## config.mk

```make
export PLATFORM = sky130hd
export DESIGN_NAME = parity_check_fifo
export DESIGN_NICKNAME = d
export VERILOG_FILES = /design/src/rtl/parity_fifo_pkg.sv /design/src/rtl/parity_fifo_mem.sv /design/src/rtl/parity_check_fifo.sv
export SDC_FILE = /design/constraint.sdc
export NUM_CORES = 1
export LEC_CHECK = 0
export BUFFER_PORTS_ARGS = -buffer_cell sky130_fd_sc_hd__buf_2
export CELL_PAD_IN_SITES_DETAIL_PLACEMENT = 0
export CELL_PAD_IN_SITES_GLOBAL_PLACEMENT = 2
export CORE_ASPECT_RATIO = 0.75
export CORE_UTILIZATION = 46
export CTS_CLUSTER_SIZE = 16
export DETAILED_ROUTE_END_ITERATION = 8
export PLACE_DENSITY = 0.92
export SYNTH_ARGS = -nofsm -noshare
export SYNTH_HDL_FRONTEND = slang
export SYNTH_SLANG_ARGS = --single-unit
```

## constraint.sdc

```tcl
create_clock -name clk -period 3 [get_ports clk]
set_input_delay 0.15 -clock clk [delete_from_list [all_inputs] [get_ports clk]]
set_output_delay 0.15 -clock clk [all_outputs]
set_load 0.01 [all_outputs]
```

## src/rtl/parity_fifo_pkg.sv

```systemverilog
// Shared parity types and the parity check used by the FIFO and by any receiver-side checker.
// Pure combinational helpers; no latency, no backpressure.
package parity_fifo_pkg;

  typedef enum logic {ERR_PASS, ERR_DROP} err_mode_e;
  typedef enum logic {PAR_MSB, PAR_LSB} parity_sel_e;

  localparam int PAR_MAX_W = 257;

  // word holds DATA_WIDTH+1 valid bits (zero-extended); dw is the payload width.
  function automatic logic parity_ok(input logic [PAR_MAX_W-1:0] word,
                                     input int                   dw,
                                     input logic                 even_odd,
                                     input parity_sel_e          sel);
    logic [PAR_MAX_W-1:0] mask;
    logic                 all_x;
    logic                 pbit;
    mask  = {PAR_MAX_W{1'b1}} >> (PAR_MAX_W - 1 - dw);
    all_x = ^(word & mask);
    pbit  = (sel == PAR_MSB) ? word[dw[8:0]] : word[0];
    return pbit == (all_x ^ pbit ^ even_odd);
  endfunction

endpackage

```

## src/rtl/parity_fifo_mem.sv

```systemverilog
// Circular storage with head/tail pointers and a separate occupancy counter; any depth >= 2.
// Latency: write visible at head one cycle later; backpressure: writes ignored when full, reads when empty.
module parity_fifo_mem #(
  parameter int W     = 10,
  parameter int DEPTH = 4,
  parameter int LW    = $clog2(DEPTH + 1)
) (
  input  logic          clk,
  input  logic          rst_n,
  input  logic          wr_en,
  input  logic [W-1:0]  wr_dat,
  input  logic          rd_en,
  output logic [W-1:0]  rd_dat,
  output logic          full,
  output logic          empty,
  output logic [LW-1:0] level
);

  localparam int PW = $clog2(DEPTH);

  logic [W-1:0]  mem [DEPTH];
  logic [PW-1:0] head;
  logic [PW-1:0] tail;
  logic          do_wr;
  logic          do_rd;

  // Explicit wrap so non-power-of-two depths never index past the array.
  function automatic logic [PW-1:0] ptr_next(input logic [PW-1:0] p);
    return (p == PW'(DEPTH - 1)) ? '0 : p + 1'b1;
  endfunction

  assign full   = (level == LW'(DEPTH));
  assign empty  = (level == '0);
  assign do_wr  = wr_en && !full;
  assign do_rd  = rd_en && !empty;
  assign rd_dat = mem[head];

  always_ff @(posedge clk) begin
    if (do_wr) mem[tail] <= wr_dat;
  end

  always_ff @(posedge clk or negedge rst_n) begin
    if (!rst_n) begin
      head  <= '0;
      tail  <= '0;
      level <= '0;
    end else begin
      if (do_wr) tail <= ptr_next(tail);
      if (do_rd) head <= ptr_next(head);
      case ({do_wr, do_rd})
        2'b10:   level <= level + 1'b1;
        2'b01:   level <= level - 1'b1;
        default: level <= level;
      endcase
    end
  end

endmodule

```

## src/rtl/parity_check_fifo.sv

```systemverilog
// Parity-checking FIFO: checks at push, tags or drops bad words, counts errors. Optional macro PARITY_CHECK_FIFO_REGEN_EN regenerates parity on data_o.
// Latency: 1-cycle fall-through, no push-to-pop bypass; backpressure: grant_o low while full (even if popping).
module parity_check_fifo
  import parity_fifo_pkg::*;
#(
  parameter int DATA_WIDTH = 32,
  parameter int FIFO_DEPTH = 4,
  parameter int EVEN_ODD   = 0,
  parameter int PARITY_BIT = 0,
  parameter int ERR_MODE   = 0,
  parameter int CNT_WIDTH  = 8
) (
  input  logic                             clk,
  input  logic                             rst_n,
  input  logic [DATA_WIDTH:0]              data_i,
  input  logic                             valid_i,
  output logic                             grant_o,
  output logic [DATA_WIDTH:0]              data_o,
  output logic                             valid_o,
  input  logic                             grant_i,
  output logic                             perr_o,
  output logic                             err_o,
  output logic [CNT_WIDTH-1:0]             err_cnt_o,
  input  logic                             clr_err_i,
  output logic [$clog2(FIFO_DEPTH+1)-1:0] level_o
);

  localparam int  EW       = DATA_WIDTH + 2;
  localparam bit  DROP_BAD = (ERR_MODE == int'(ERR_DROP));
  localparam logic [CNT_WIDTH-1:0] CNT_MAX = '1;

  logic          bad;
  logic          push_hs;
  logic          bad_hs;
  logic          wr_en;
  logic          rd_en;
  logic          full;
  logic          empty;
  logic [EW-1:0] head;

  assign bad     = !parity_ok(PAR_MAX_W'(data_i), DATA_WIDTH, 1'(EVEN_ODD),
                              parity_sel_e'(PARITY_BIT[0]));
  assign grant_o = !full;
  assign push_hs = valid_i && grant_o;
  assign bad_hs  = push_hs && bad;
  // In drop mode a bad word still completes its handshake but never reaches storage.
  assign wr_en   = push_hs && !(DROP_BAD && bad);
  assign valid_o = !empty;
  assign rd_en   = valid_o && grant_i;
  assign perr_o  = valid_o && head[EW-1] && !DROP_BAD;

  parity_fifo_mem #(
    .W     (EW),
    .DEPTH (FIFO_DEPTH)
  ) u_mem (
    .clk    (clk),
    .rst_n  (rst_n),
    .wr_en  (wr_en),
    .wr_dat ({bad, data_i}),
    .rd_en  (rd_en),
    .rd_dat (head),
    .full   (full),
    .empty  (empty),
    .level  (level_o)
  );

  always_comb begin
    data_o = head[DATA_WIDTH:0];
`ifdef PARITY_CHECK_FIFO_REGEN_EN
    if (PARITY_BIT == int'(PAR_MSB))
      data_o[DATA_WIDTH] = ^head[DATA_WIDTH-1:0] ^ 1'(EVEN_ODD);
    else
      data_o[0] = ^head[DATA_WIDTH:1] ^ 1'(EVEN_ODD);
`endif
  end

  // Clear wins over increment, but a coincident bad push still lands as 1.
  always_ff @(posedge clk or negedge rst_n) begin
    if (!rst_n) begin
      err_o     <= 1'b0;
      err_cnt_o <= '0;
    end else begin
      err_o <= bad_hs;
      if (clr_err_i)
        err_cnt_o <= bad_hs ? CNT_WIDTH'(1) : '0;
      else if (bad_hs && err_cnt_o != CNT_MAX)
        err_cnt_o <= err_cnt_o + 1'b1;
    end
  end

endmodule

```

==> results of run 1 <==
[stage by stage]
step           std cells  util, %  hold WS (ps)
2_1_floorplan        300        -          -146
3_3_place_gp         552     53.9          91.2
3_5_place_dp         552     53.9          92.1
4_1_cts              619     61.1           121
5_1_grt              619     61.1           133
6_report             619     61.1           122
[cells by family after synthesis]
logic type      Yosys count
flops                   152
mux                      38
xor+xnor                 33
simple gates             32
buf+inv                  20
compound gates           17
fa+ha+maj                 8
[routing by layer]
| metal | up-vias | wire, um | global-route usage (%) |
|---|---|---|---|
| met2 | 83 | 5700 | 30.1 |
| met1 | 1621 | 5220 | 24.8 |
| met4 | 0 | 154 | 6.74 |
| met3 | 18 | 574 | 5.51 |
| met5 | - | 0 | 0 |
| li1 | 1483 | - | - |
[how the worst min path moves through the flow]
stage,to,slack [ps]
3_5_place_dp,u_mem.level[1],90
2_1_floorplan,err_cnt_o[0],-150
4_1_cts,u_mem.head[0],120
3_3_place_gp,u_mem.level[2],90
6_report,u_mem.head[0],120
5_1_grt,u_mem.head[0],130
[where the power goes]
group	switching, mW	total [mW]	internal (mW)
clock network	0.839	1.98	1.14
logic	1.09	2.18	1.09
registers	0.276	3.09	2.81
[final cells by class]
| class | instances | area [um2] | share of cell area [%] |
|---|---|---|---|
| flip-flops and latches | 152 | 4490 | 58.4 |
| repair buffers | 131 | 871 | 11.3 |
| multi-input cells | 128 | 1530 | 19.9 |
| clock inverters | 14 | 126 | 1.64 |
| well taps | 166 | 208 | 2.70 |
| inverters | 10 | 37.5 | 0.488 |
| clock buffers | 18 | 429 | 5.58 |
[state kept, by name (all words and copies together) (netlist names)]
signal / cells
u_mem.mem: 136
u_mem.head: 2
u_mem.tail: 2
err_cnt_o: 8
err_o: 1
u_mem.level: 3
[critical path: stages]
cell           delay (ps)
dlygate4sd3_1         530
buf_2                 150
xnor2_1               220
xnor2_1               130
xnor2_1               310
xnor3_1               530
mux2_4                380
or3_1                 350
a21oi_1               140
[layout by cell type, fill, tap and decap left out, drive strengths merged, types with 2 or more instances in the layout]
master / n
buf: 96
inv: 13
mux2: 2
a31oi: 2
clkbuf: 18
clkinv: 7
edfxtp: 136
nor2: 2
a311oi: 2
dfrtp: 16
o21ai: 6
clkinvlp: 3
a21oi: 5
nand2: 2
xnor2: 27
or3: 6
nand3: 6
mux2i: 2
and2: 4
xor2: 4
and3: 8
xnor3: 2
dlygate4sd3: 35
mux4: 34
ha: 7
[timing repair]
item,in CTS,in global routing
hold endpoints to repair,151,0
buffers inserted,0,0
hold buffers,35,0
==> qor.json, run 1 <==
{
  "floorplan": {
    "initial_core_util_pct": 48.4,
    "die_height_um": 102,
    "die_x_um": 135,
    "rows": 35,
    "die_area_um2": 13700,
    "i_o_pin_count": 86,
    "core_area_um2": 12600
  },
  "worst_hold_path": {
    "worstHoldPathCells": 3,
    "min-delay-path-class": "input port to flop",
    "timing.hold.worst.start": "grant_i"
  },
  "power_and_ir_drop": {
    "power.leakage_nw": 2.83,
    "irDropWorstVdd_mv": 0.538,
    "cellPowerDensity_nw_per_um2": 943,
    "power.total_mw": 7.25
  },
  "setup_path": {
    "rrSetupSlack_ps": 680,
    "worstRegToRegCells": 10,
    "crit_arrival_ps": 2900,
    "rr_startpoint": "u_mem.level[0]",
    "cp-start-kind": "input port",
    "worstSetupStartpoint": "data_i[25]",
    "timing.critical_path.to": "err_cnt_o[5]",
    "worst_r2r_dst": "u_mem.level[2]",
    "worst_path_required_ps": 3340,
    "timing.setup.critical_path_class": "input port to flop",
    "cp_max_fo": 10,
    "critPathCaptureType": "flop"
  },
  "placement": {
    "dp_hpwl_um": 7440,
    "placed_cell_area_um2": 6780,
    "dp_worst_setup_slack_ps": 595,
    "gpl.final_weighted_congestion": 0.703,
    "buffer_ports.inserted": 85
  },
  "layout": {
    "fillerInstances": 897,
    "layout.nets": 486,
    "n_antenna_cell": 0,
    "share_of_layout_cells_above_drive_strength_1_pct": 36.9,
    "areaGrowthSynthToFinish_pct": 26.4,
    "finished_layout_cell_area_um2": 7680
  },
  "synth": {
    "synth_enable_flop_cells": 136,
    "synth.mux.area_fraction_pct": 13.4,
    "dominant_combinational_cell_family_by_area_after_synthesis": "multiplexers",
    "synthMostInstantiatedCell": "edfxtp_1",
    "post_synth.cell_area_avg_um2": 20.3,
    "share_of_the_synthesized_netlist_area_taken_by_xor_and_xnor_gates_pct": 5.21,
    "synth_compound_area_share_pct": 1.69,
    "synth_top_cells_by_area": "edfxtp_1, mux4_2, dfrtp_1",
    "synth-warning-count": 0,
    "synth_fa_ha_area_share_pct": 1.77,
    "ys_seq_area_share_pct": 73.7,
    "top_cell_type_by_total_area_after_synthesis": "edfxtp_1",
    "postSynth.topFlopCell": "edfxtp_1",
    "synth_nets": 346,
    "postSynthCellCount": 300,
    "ys_types": 30,
    "asr_flop_ratio_synth_pct": 10.5,
    "flops_latches_synth": 152,
    "most_frequent_cells_after_synthesis": "edfxtp_1, mux4_2, xnor2_1, dfrtp_1, inv_1",
    "synth_simple_gate_area_share_pct": 3.00,
    "post_synth_instance_area_um2": 6080,
    "synth_largest_type_area_fraction_pct": 67.2
  },
  "run_status": {
    "run_status": "complete, no violations"
  },
  "sta": {
    "setup_tns_ps": 0,
    "final_max_slew_viol_count": 0,
    "max_clock_freq_mhz": 391,
    "timing_worst_slew_pin_value_ps": 713,
    "timing.final.crit_share_pct": 85.3,
    "final-setup-viol-count": 0,
    "layout_min_cycle_time_ps": 2560,
    "setup_slack_ps": 440,
    "skew_ps": 6.50,
    "timing.max_slew.rel_slack_pct": 52.5,
    "final_hold_viol_count": 0,
    "grt_setup_unrepaired": "false"
  },
  "cts": {
    "cts.reportedPaths.clkPinSlew_ps": 60,
    "tritoncts_clock_tree": "done",
    "clock_tree.root_cell": "clkbuf_16",
    "ctsHtreeMaxLevel": 4,
    "numCtsBuffers": 17,
    "clock-sinks": 152,
    "post_cts_gate_resize_count": 0,
    "ctsLongestPathBuffers": 2,
    "clock_latency_ps": 420
  },
  "detailed_routing": {
    "routed-via-count": 3205,
    "initialDrtViolationCount": 157,
    "routed_wire_length_um": 11600,
    "drt_drc_violations_left": 0,
    "drt.antenna.violating_nets": 0,
    "routed_via_density": 5.18,
    "drt_first_pass_iters": 4,
    "routed_wire_length_per_instance_um": 18.8
  },
  "global_routing": {
    "grt_pass1_vias": 3323,
    "grt_first_pass_wirelength_um": 18200,
    "globalRouteOverflowTotal": 0,
    "pin_count_of_the_biggest_net_entering_global_routing": 29,
    "grt_antenna_before_repair": 0,
    "grt_usage_pct": 18.8
  },
  "job": {
    "max_cap_violations": 0
  }
}
(Power assumes the default switching activity.)
==> run 2, diff against run 1 <==
BUFFER_PORTS_ARGS = unset   (was -buffer_cell sky130_fd_sc_hd__buf_2)
CORE_UTILIZATION = 51   (was 46)
DONT_BUFFER_PORTS = 1   (was unset)
PLACE_DENSITY = 0.91   (was 0.92)
REMOVE_ABC_BUFFERS = 1   (was unset)
==> run 2 against run 1 <==
  * Clock-buffer cell count up 3
  * Setup slack better by 150 ps
  * Highest routed layer unchanged
  * Critical endpoint is now u_mem.level[2]
  * Critical path depth is 1 higher
  * Utilization rose by 2.0 points
  * Worst hold slack worse by 79 ps
  * Register-to-register slack got worse by 90 ps
  * Sequential power is essentially flat
==> qor.json, run 2 (synthesis results as in run 1) <==
{
  "run_status": {
    "run_status": {"value": "complete, no violations", "change": "unchanged"}
  },
  "setup_path": {
    "critical-path-max-stage-delay": {"value": 440, "unit": "ps", "change": "was 530 ps"},
    "worst-path-buf-inv": {"value": 3, "change": "was 2"},
    "rr_startpoint": {"value": "u_mem.level[0]", "change": "unchanged"},
    "timing.setup.critical_path_class": {"value": "flop to flop", "change": "was input port to flop"},
    "timing.critical_path.cells": {"value": "inv_1 > nand3_1 > and2_1 > inv_1 > ha_1 > inv_1 > fa_1 > xor2_1 > nor2_1 > xor2_1", "change": "was dlygate4sd3_1 > buf_2 > xnor2_1 > xnor2_1 > xnor2_1 > xnor3_1 > mux2_4 > or3_1 > a21oi_1"},
    "crit_path_frequent_cell": {"value": "inv_1", "change": "was xnor2_1"},
    "worst_r2r_dst": {"value": "u_mem.level[2]", "change": "unchanged"},
    "timing.critical_path.to": {"value": "u_mem.level[2]", "change": "was err_cnt_o[5]"},
    "worst_path_required": {"value": 3330, "unit": "ps", "change": "was 3340 ps"},
    "cp_max_fo": {"value": 9, "change": "was 10"},
    "cp-start-kind": {"value": "flop", "change": "was input port"},
    "cpLargestDelayFamily": {"value": "simple AND/OR/NAND/NOR gates", "change": "was XOR/XNOR gates"},
    "path_depth": {"value": 10, "change": "was 9"},
    "crit_arrival": {"value": 2740, "unit": "ps", "change": "was 2900 ps"},
    "worstRegToRegCells": {"value": 10, "change": "unchanged"},
    "rrSetupSlack": {"value": 590, "unit": "ps", "change": "was 680 ps"},
    "worstSetupStartpoint": {"value": "u_mem.level[0]", "change": "was data_i[25]"},
    "worst_path_max_delay_cell": {"value": "dfrtp_1", "change": "was dlygate4sd3_1"},
    "critPathCaptureType": {"value": "flop", "change": "unchanged"}
  },
  "detailed_routing": {
    "routed_wire_length_per_instance": {"value": 21.0, "unit": "um", "change": "was 18.8 um"},
    "routed-via-count": {"value": 2869, "change": "was 3,205"},
    "drt.antenna.violating_nets": {"value": 0, "change": "unchanged"},
    "drt_first_pass_iters": {"value": 4, "change": "unchanged"},
    "initialDrtViolationCount": {"value": 234, "change": "was 157"},
    "routed_wire_length": {"value": 11000, "unit": "um", "change": "was 11,600 um"},
    "drt_drc_violations_left": {"value": 0, "change": "unchanged"},
    "routed_via_density": {"value": 5.45, "change": "was 5.18"}
  },
  "layout": {
    "reg_top3": {"value": "u_mem.mem: 136 flops, err_cnt_o: 8 flops, u_mem.level: 3 flops", "change": "unchanged"},
    "largest_register_ffs": {"value": 136, "change": "unchanged"},
    "share_of_layout_cells_above_drive_strength_1": {"value": 21.7, "unit": "%", "change": "was 36.9%"},
    "n_antenna_cell": {"value": 0, "change": "unchanged"},
    "areaGrowthSynthToFinish": {"value": 20.7, "unit": "%", "change": "was 26.4%"},
    "layout.cells.most_common": {"value": "edfxtp_1", "change": "unchanged"},
    "layout.nets": {"value": 397, "change": "was 486"},
    "layout_common_cells": {"value": "edfxtp_1, dlygate4sd3_1, mux4_2", "change": "was edfxtp_1, buf_2, dlygate4sd3_1"},
    "fin_util": {"value": 63.2, "unit": "%", "change": "was 61.1%"},
    "fillerInstances": {"value": 807, "change": "was 897"},
    "layoutNonFillerInstCount": {"value": 526, "change": "was 619"},
    "max_flop_register": {"value": "u_mem.mem", "change": "unchanged"}
  },
  "global_routing": {
    "grt_antenna_before_repair": {"value": 0, "change": "unchanged"},
    "grt_first_pass_wirelength": {"value": 16300, "unit": "um", "change": "was 18,200 um"},
    "globalRouteOverflowTotal": {"value": 0, "change": "unchanged"},
    "grt_pass1_vias": {"value": 2939, "change": "was 3,323"},
    "pin_count_of_the_biggest_net_entering_global_routing": {"value": 37, "change": "was 29"},
    "grt_usage": {"value": 18.9, "unit": "%", "change": "was 18.8%"}
  },
  "floorplan": {
    "core_area": {"value": 11600, "unit": "um2", "change": "was 12,600 um2"},
    "i_o_pin_count": {"value": 86, "change": "unchanged"},
    "initial_core_util": {"value": 52.4, "unit": "%", "change": "was 48.4%"},
    "rows": {"value": 34, "change": "was 35"},
    "die_x": {"value": 128, "unit": "um", "change": "was 135 um"},
    "die_area": {"value": 12400, "unit": "um2", "change": "was 13,700 um2"},
    "die_height": {"value": 96.6, "unit": "um", "change": "was 102 um"}
  },
  "cts": {
    "post_cts_gate_resize_count": {"value": 0, "change": "unchanged"},
    "ctsLongestPathBuffers": {"value": 2, "change": "unchanged"},
    "clock-sinks": {"value": 152, "change": "unchanged"},
    "clock_latency": {"value": 410, "unit": "ps", "change": "was 420 ps"},
    "ctsHtreeMaxLevel": {"value": 4, "change": "unchanged"},
    "cts.reportedPaths.clkPinSlew": {"value": 60, "unit": "ps", "change": "about the same"},
    "tritoncts_clock_tree": {"value": "done", "change": "unchanged"},
    "clock_tree.root_cell": {"value": "clkbuf_16", "change": "unchanged"},
    "numCtsBuffers": {"value": 17, "change": "unchanged"}
  },
  "sta": {
    "final-setup-viol-count": {"value": 0, "change": "unchanged"},
    "skew": {"value": 8.88, "unit": "ps", "change": "was 6.50 ps"},
    "grt_setup_unrepaired": {"value": "false", "change": "unchanged"},
    "final_hold_viol_count": {"value": 0, "change": "unchanged"},
    "timing.max_slew.rel_slack": {"value": 39.0, "unit": "%", "change": "was 52.5%"},
    "hold_ws": {"value": 42.9, "unit": "ps", "change": "was 122 ps"},
    "final_max_slew_viol_count": {"value": 0, "change": "unchanged"},
    "setup_tns": {"value": 0, "unit": "ps", "change": "unchanged"},
    "max_clock_freq": {"value": 415, "unit": "MHz", "change": "was 391 MHz"},
    "layout_min_cycle_time": {"value": 2410, "unit": "ps", "change": "was 2560 ps"},
    "timing.final.crit_share": {"value": 80.3, "unit": "%", "change": "was 85.3%"},
    "timing_worst_slew_pin_value": {"value": 915, "unit": "ps", "change": "was 713 ps"}
  },
  "power_and_ir_drop": {
    "irDropWorstVdd": {"value": 0.645, "unit": "mV", "change": "was 0.538 mV"},
    "power.total": {"value": 7.21, "unit": "mW", "change": "was 7.25 mW"},
    "cellPowerDensity": {"value": 982, "unit": "nW/um2", "change": "was 943 nW/um2"},
    "power.leakage": {"value": 2.52, "unit": "nW", "change": "was 2.83 nW"}
  },
  "job": {
    "max_cap_violations": {"value": 0, "change": "unchanged"}
  },
  "worst_hold_path": {
    "min-delay-path-class": {"value": "input port to flop", "change": "unchanged"}
  },
  "placement": {
    "post-place-cells": {"value": 459, "change": "was 552"},
    "gpl.final_weighted_congestion": {"value": 0.713, "change": "was 0.703"},
    "dp_hpwl": {"value": 6380, "unit": "um", "change": "was 7440 um"},
    "buffer_ports.inserted": {"value": 0, "change": "was 85"}
  }
}
==> run 2: cell types whose count changed in the layout (fill, tap and decap cells not counted) <==
| cell | previous run | this run |
|---|---|---|
| bufinv_16 | 1 | 5 |
| inv_6 | 3 | 0 |
| buf_4 | 10 | 5 |
| buf_2 | 85 | 0 |
| clkinv_1 | 2 | 0 |
| clkbuf_1 | 1 | 2 |
| clkinvlp_4 | 3 | 2 |
| clkbuf_8 | 0 | 2 |
| buf_12 | 1 | 2 |
| clkinv_4 | 4 | 3 |
==> run 2: cell type report <==
type                    count  area (um2)  share of cell area [%]
flip-flops and latches    152        4490                    61.1
multi-input cells         128        1530                    20.8
clock buffers              21         460                    6.27
repair buffers             42         428                    5.83
well taps                 162         203                    2.76
clock inverters            11         196                    2.68
inverters                  10        37.5                   0.512
==> run 2: worst min-delay path by stage <==
stage / end / from / depth (start not counted) / slack [ps]
final: u_mem.head[0] / grant_i / 2 / 40
after global routing: u_mem.head[0] / grant_i / 2 / 70
after CTS: u_mem.head[0] / grant_i / 2 / 40
after detailed placement: err_cnt_o[3] / rst_n / 0 / -150
after global placement: err_cnt_o[3] / rst_n / 0 / -150
after floorplan: err_cnt_o[0] / rst_n / 0 / -150
==> run 2: timing repair <==
action / CTS / global route
hold buffers: 35 / 0
endpoints found under the hold margin: 156 / 0
setup buffers: 0 / 0
==> run 2: metal layers <==
metal  vias to the layer above  GRT usage, %  share of wire, %
met5                         -             0                 0
met4                         0          6.76               1.2
met3                        11          6.00               5.6
met2                        73          30.3                49
met1                      1489          24.7                44
li1                       1296             -                 -
==> run 2: where the power goes <==
| group | total (mW) | switching, mW | internal, mW | leakage, nW |
|---|---|---|---|---|
| sequential | 3.12 | 0.310 | 2.81 | 1.45 |
| clock | 2.33 | 0.810 | 1.52 | 0.313 |
| combinational | 1.76 | 0.934 | 0.822 | 0.751 |
| total | 7.21 | 2.05 | 5.15 | 2.52 |
==> run 2: through the flow <==
stage               setup slack, ps  cell area, um2
floorplan                       523            6040
global placement                666            6330
detailed placement              602            6330
CTS                             578            7340
global route                    369            7340
finish                          591            7340
==> run 3, diff against run 2 <==
ABC_AREA = 1   (was unset)
CORE_UTILIZATION = 37   (was 51)
PLACE_DENSITY = 0.84   (was 0.91)
clock period = 1.95 ns   (was 3 ns; I/O delays follow)
==> run 3 against run 2 <==
  * Flip-flop and latch count did not move
  * Critical endpoint is now data_o[26]
  * Via count increased by 69%
  * Combinational power up 120%
  * Critical path type is now flop to output port
  * Register-to-register slack lost 520 ps
  * Global-route usage shrank 1.4 points
  * Sequential power rose by 44%
  * Final cell count rose by 88%
==> qor.json, run 3 <==
{
  "detailed_routing": {
    "drt.antenna.violating_nets": {"value": 0, "change": "unchanged"},
    "drt_drc_violations_left": {"value": 0, "change": "unchanged"},
    "routed_via_density": {"value": 4.88, "change": "was 5.45"},
    "routed_wire_length_per_instance": {"value": 16.0, "unit": "um", "change": "was 21.0 um"},
    "drt_first_pass_iters": {"value": 4, "change": "unchanged"},
    "routed_wire_length": {"value": 15800, "unit": "um", "change": "was 11,000 um"},
    "routed-via-count": {"value": 4837, "change": "was 2,869"},
    "initialDrtViolationCount": {"value": 377, "change": "was 234"}
  },
  "cts": {
    "numCtsBuffers": {"value": 17, "change": "unchanged"},
    "clock-sinks": {"value": 152, "change": "unchanged"},
    "ctsLongestPathBuffers": {"value": 2, "change": "unchanged"},
    "tritoncts_clock_tree": {"value": "done", "change": "unchanged"},
    "clock_latency": {"value": 410, "unit": "ps", "change": "about the same"},
    "post_cts.repair.setup_buffers": {"value": 0, "change": "unchanged"},
    "cts.reportedPaths.clkPinSlew": {"value": 60, "unit": "ps", "change": "about the same"},
    "ctsHtreeMaxLevel": {"value": 4, "change": "unchanged"},
    "clock_tree.root_cell": {"value": "clkbuf_16", "change": "unchanged"}
  },
  "layout": {
    "areaGrowthSynthToFinish": {"value": 21.9, "unit": "%", "change": "was 20.7%"},
    "n_antenna_cell": {"value": 0, "change": "unchanged"},
    "finished_layout_cell_area": {"value": 8330, "unit": "um2", "change": "was 7340 um2"},
    "max_flop_register": {"value": "u_mem.mem", "change": "unchanged"},
    "share_of_layout_cells_above_drive_strength_1": {"value": 13.5, "unit": "%", "change": "was 21.7%"},
    "layout.nets": {"value": 782, "change": "was 397"},
    "fin_util": {"value": 46.6, "unit": "%", "change": "was 63.2%"},
    "layout_common_cells": {"value": "nand2_1, edfxtp_1, nor2_1", "change": "was edfxtp_1, dlygate4sd3_1, mux4_2"},
    "largest_register_ffs": {"value": 136, "change": "unchanged"},
    "reg_top3": {"value": "u_mem.mem: 136 flops, err_cnt_o: 8 flops, u_mem.level: 3 flops", "change": "unchanged"},
    "layout.cells.most_common": {"value": "nand2_1", "change": "was edfxtp_1"}
  },
  "synth": {
    "ys_seq_area_share": {"value": 65.6, "unit": "%", "change": "was 73.7%"},
    "post_synth.cell_area_avg": {"value": 10.2, "unit": "um2", "change": "was 20.3 um2"},
    "most_frequent_cells_after_synthesis": {"value": "nand2_1, edfxtp_1, nor2_1, o21ai_0, inv_1", "change": "was edfxtp_1, mux4_2, xnor2_1, dfrtp_1, inv_1"},
    "synth_enable_flop_cells": {"value": 136, "change": "unchanged"},
    "post_synth_instance_area": {"value": 6830, "unit": "um2", "change": "was 6080 um2"},
    "ys_types": {"value": 26, "change": "was 30"},
    "postSynthCellCount": {"value": 673, "change": "was 300"},
    "asr_flop_ratio_synth": {"value": 10.5, "unit": "%", "change": "unchanged"},
    "flops_latches_synth": {"value": 152, "change": "unchanged"},
    "synth_largest_type_area_fraction": {"value": 59.8, "unit": "%", "change": "was 67.2%"},
    "top_cell_type_by_total_area_after_synthesis": {"value": "edfxtp_1", "change": "unchanged"},
    "postSynth.topFlopCell": {"value": "edfxtp_1", "change": "unchanged"},
    "synth_top_cells_by_area": {"value": "edfxtp_1, nand2_1, dfrtp_1", "change": "was edfxtp_1, mux4_2, dfrtp_1"},
    "synthMostInstantiatedCell": {"value": "nand2_1", "change": "was edfxtp_1"},
    "synth-warning-count": {"value": 0, "change": "unchanged"}
  },
  "sta": {
    "final_hold_viol_count": {"value": 0, "change": "unchanged"},
    "layout_min_cycle_time_ps": 1890,
    "final_max_slew_viol_count": {"value": 0, "change": "unchanged"},
    "hold_ws": {"value": 60.5, "unit": "ps", "change": "was 42.9 ps"},
    "grt_setup_unrepaired": {"value": "false", "change": "unchanged"},
    "timing.max_slew.rel_slack": {"value": 47.2, "unit": "%", "change": "was 39.0%"},
    "setup_tns": {"value": 0, "unit": "ps", "change": "unchanged"},
    "final-setup-viol-count": {"value": 0, "change": "unchanged"},
    "skew": {"value": 11.1, "unit": "ps", "change": "was 8.88 ps"},
    "max_clock_freq_mhz": 530,
    "timing.final.crit_share_pct": 96.8,
    "timing_worst_slew_pin_value": {"value": 789, "unit": "ps", "change": "was 915 ps"}
  },
  "setup_path": {
    "crit_arrival": {"value": 1790, "unit": "ps", "change": "was 2740 ps"},
    "worst_path_required": {"value": 1850, "unit": "ps", "change": "was 3330 ps"},
    "cpLargestDelayFamily": {"value": "buffers and inverters", "change": "was simple AND/OR/NAND/NOR gates"},
    "cp-start-kind": {"value": "flop", "change": "unchanged"},
    "worst-path-buf-inv": {"value": 2, "change": "was 3"},
    "timing.critical_path.cells": {"value": "buf_12 > o21ai_0 > o22ai_1 > buf_4", "change": "was inv_1 > nand3_1 > and2_1 > inv_1 > ha_1 > inv_1 > fa_1 > xor2_1 > nor2_1 > xor2_1"},
    "worstSetupStartpoint": {"value": "u_mem.head[0]", "change": "was u_mem.level[0]"},
    "rrSetupSlack": {"value": 70, "unit": "ps", "change": "was 590 ps"},
    "rr_startpoint": {"value": "u_mem.level[1]", "change": "was u_mem.level[0]"},
    "timing.setup.critical_path_class": {"value": "flop to output port", "change": "was flop to flop"},
    "critical-path-max-stage-delay": {"value": 420, "unit": "ps", "change": "was 440 ps"},
    "cp_max_fo": {"value": 70, "change": "was 9"},
    "worst_path_max_delay_cell": {"value": "dfrtp_2", "change": "was dfrtp_1"},
    "critPathCaptureType": {"value": "output port", "change": "was flop"}
  },
  "global_routing": {
    "grt_usage": {"value": 17.5, "unit": "%", "change": "was 18.9%"},
    "grt_use_met2": {"value": 28.2, "unit": "%", "change": "was 30.3%"},
    "pin_count_of_the_biggest_net_entering_global_routing": {"value": 71, "change": "was 37"},
    "grt_antenna_before_repair": {"value": 0, "change": "unchanged"},
    "grt_first_pass_wirelength": {"value": 25300, "unit": "um", "change": "was 16,300 um"},
    "grt_pass1_vias": {"value": 4867, "change": "was 2,939"},
    "gr-usage-met1": {"value": 23.5, "unit": "%", "change": "was 24.7%"},
    "met3_usage": {"value": 3.53, "unit": "%", "change": "was 6.00%"},
    "grt_busiest_layer": {"value": "met2", "change": "unchanged"},
    "globalRouteOverflowTotal": {"value": 0, "change": "unchanged"}
  },
  "floorplan": {
    "die_height": {"value": 120, "unit": "um", "change": "was 96.6 um"},
    "rows": {"value": 42, "change": "was 34"},
    "die_x": {"value": 159, "unit": "um", "change": "was 128 um"},
    "core_area": {"value": 17900, "unit": "um2", "change": "was 11,600 um2"},
    "die_area": {"value": 19000, "unit": "um2", "change": "was 12,400 um2"},
    "i_o_pin_count": {"value": 86, "change": "unchanged"},
    "initial_core_util": {"value": 38.2, "unit": "%", "change": "was 52.4%"}
  },
  "placement": {
    "gpl.final_weighted_congestion": {"value": 0.806, "change": "was 0.713"},
    "buffer_ports.inserted": {"value": 0, "change": "unchanged"},
    "placed_cell_area": {"value": 7350, "unit": "um2", "change": "was 6330 um2"},
    "dp_hpwl": {"value": 9760, "unit": "um", "change": "was 6380 um"}
  },
  "power_and_ir_drop": {
    "switching_share": {"value": 34.9, "unit": "%", "change": "was 28.5%"},
    "irDropWorstVdd": {"value": 0.484, "unit": "mV", "change": "was 0.645 mV"},
    "cellPowerDensity": {"value": 1390, "unit": "nW/um2", "change": "was 982 nW/um2"},
    "comb_power_share": {"value": 32.8, "unit": "%", "change": "was 24.4%"},
    "intPower": {"value": 7.54, "unit": "mW", "change": "was 5.15 mW"},
    "power_frac_clock": {"value": 28.4, "unit": "%", "change": "was 32.4%"},
    "p_sw": {"value": 4.04, "unit": "mW", "change": "was 2.05 mW"},
    "power.leakage": {"value": 3.32, "unit": "nW", "change": "was 2.52 nW"},
    "power.total": {"value": 11.6, "unit": "mW", "change": "was 7.21 mW"},
    "power.share.sequential": {"value": 38.8, "unit": "%", "change": "was 43.3%"}
  },
  "worst_hold_path": {
    "timing.hold.worst.start": {"value": "clr_err_i", "change": "was grant_i"},
    "min-delay-path-class": {"value": "input port to flop", "change": "unchanged"}
  },
  "job": {
    "max_cap_violations": {"value": 0, "change": "unchanged"}
  },
  "run_status": {
    "run_status": {"value": "complete, no violations", "change": "unchanged"}
  }
}
## run 3: cell count changes after synthesis, sizes merged, moves of 8 or more
cell,before,now
o21ai,6,74
nor2,2,85
nand3,6,17
mux4,34,0
nand2,2,209
o22ai,0,33
and3,8,0
inv,10,56
xnor2,27,4
clkbuf,5,19
## run 3: cell type report
type | instances | area [um2]
tap | 242 | 303
clock buffer | 17 | 425
clock inverter | 15 | 176
inverter | 58 | 223
timing repair buffer | 66 | 636
sequential | 152 | 4490
fill | 1651 | 9540
multi-input combinational | 441 | 2080
## run 3: layer usage
layer | share of wire [%] | vias up
met5 | 0 | -
met4 | 0.41 | 0
met3 | 5.5 | 2
met2 | 47 | 130
met1 | 47 | 2301
li1 | - | 2404
## run 3: logic make-up after synthesis
logic type / share of synthesized area (%)
fa+ha+maj: 1.57
xor+xnor: 0.513
compound gates: 8.81
simple gates: 19.0
buf+inv: 4.50
flops: 65.6
## run 3: metrics by stage
step,setup slack [ps],cells
finish,63.2,991
global route,1.85,991
CTS,7.23,991
detailed placement,-31.3,923
global placement,97.8,923
floorplan,-798,651
## run 3: power groups by stage
stage / Combinational, mW / Sequential, mW / Clock [mW]
6_report: 3.80 / 4.49 / 3.29
5_1_grt: 4.23 / 4.54 / 3.51
4_1_cts: 3.86 / 4.48 / 3.37
3_5_place_dp: 3.74 / 4.54 / 0
3_3_place_gp: 3.65 / 4.52 / 0
2_1_floorplan: 2.02 / 4.68 / 0
## run 3: final timing paths
kind | cells after the start | endpoint
max in group asynchronous | 1 | u_mem.head[0]
min in group asynchronous | 1 | u_mem.level[0]
max | 4 | data_o[26]
min | 3 | err_cnt_o[7]
min reg2reg | 1 | u_mem.level[2]
max reg2reg | 9 | u_mem.level[2]
## run 3: what timing repair did
action,4_1_cts,5_1_grt
endpoints found under the hold margin,162,0
resized for setup,3,7
endpoints found under the setup margin,16,9
cloned,0,0
hold buffers,36,0
pin swaps,0,1
## run 3: tightest hold or removal path, delay by kind of cell
| kind | cells | cell delay, ps |
|---|---|---|
| and+or+nand+nor | 2 | 160 |
| buffers and inverters | 1 | 170 |
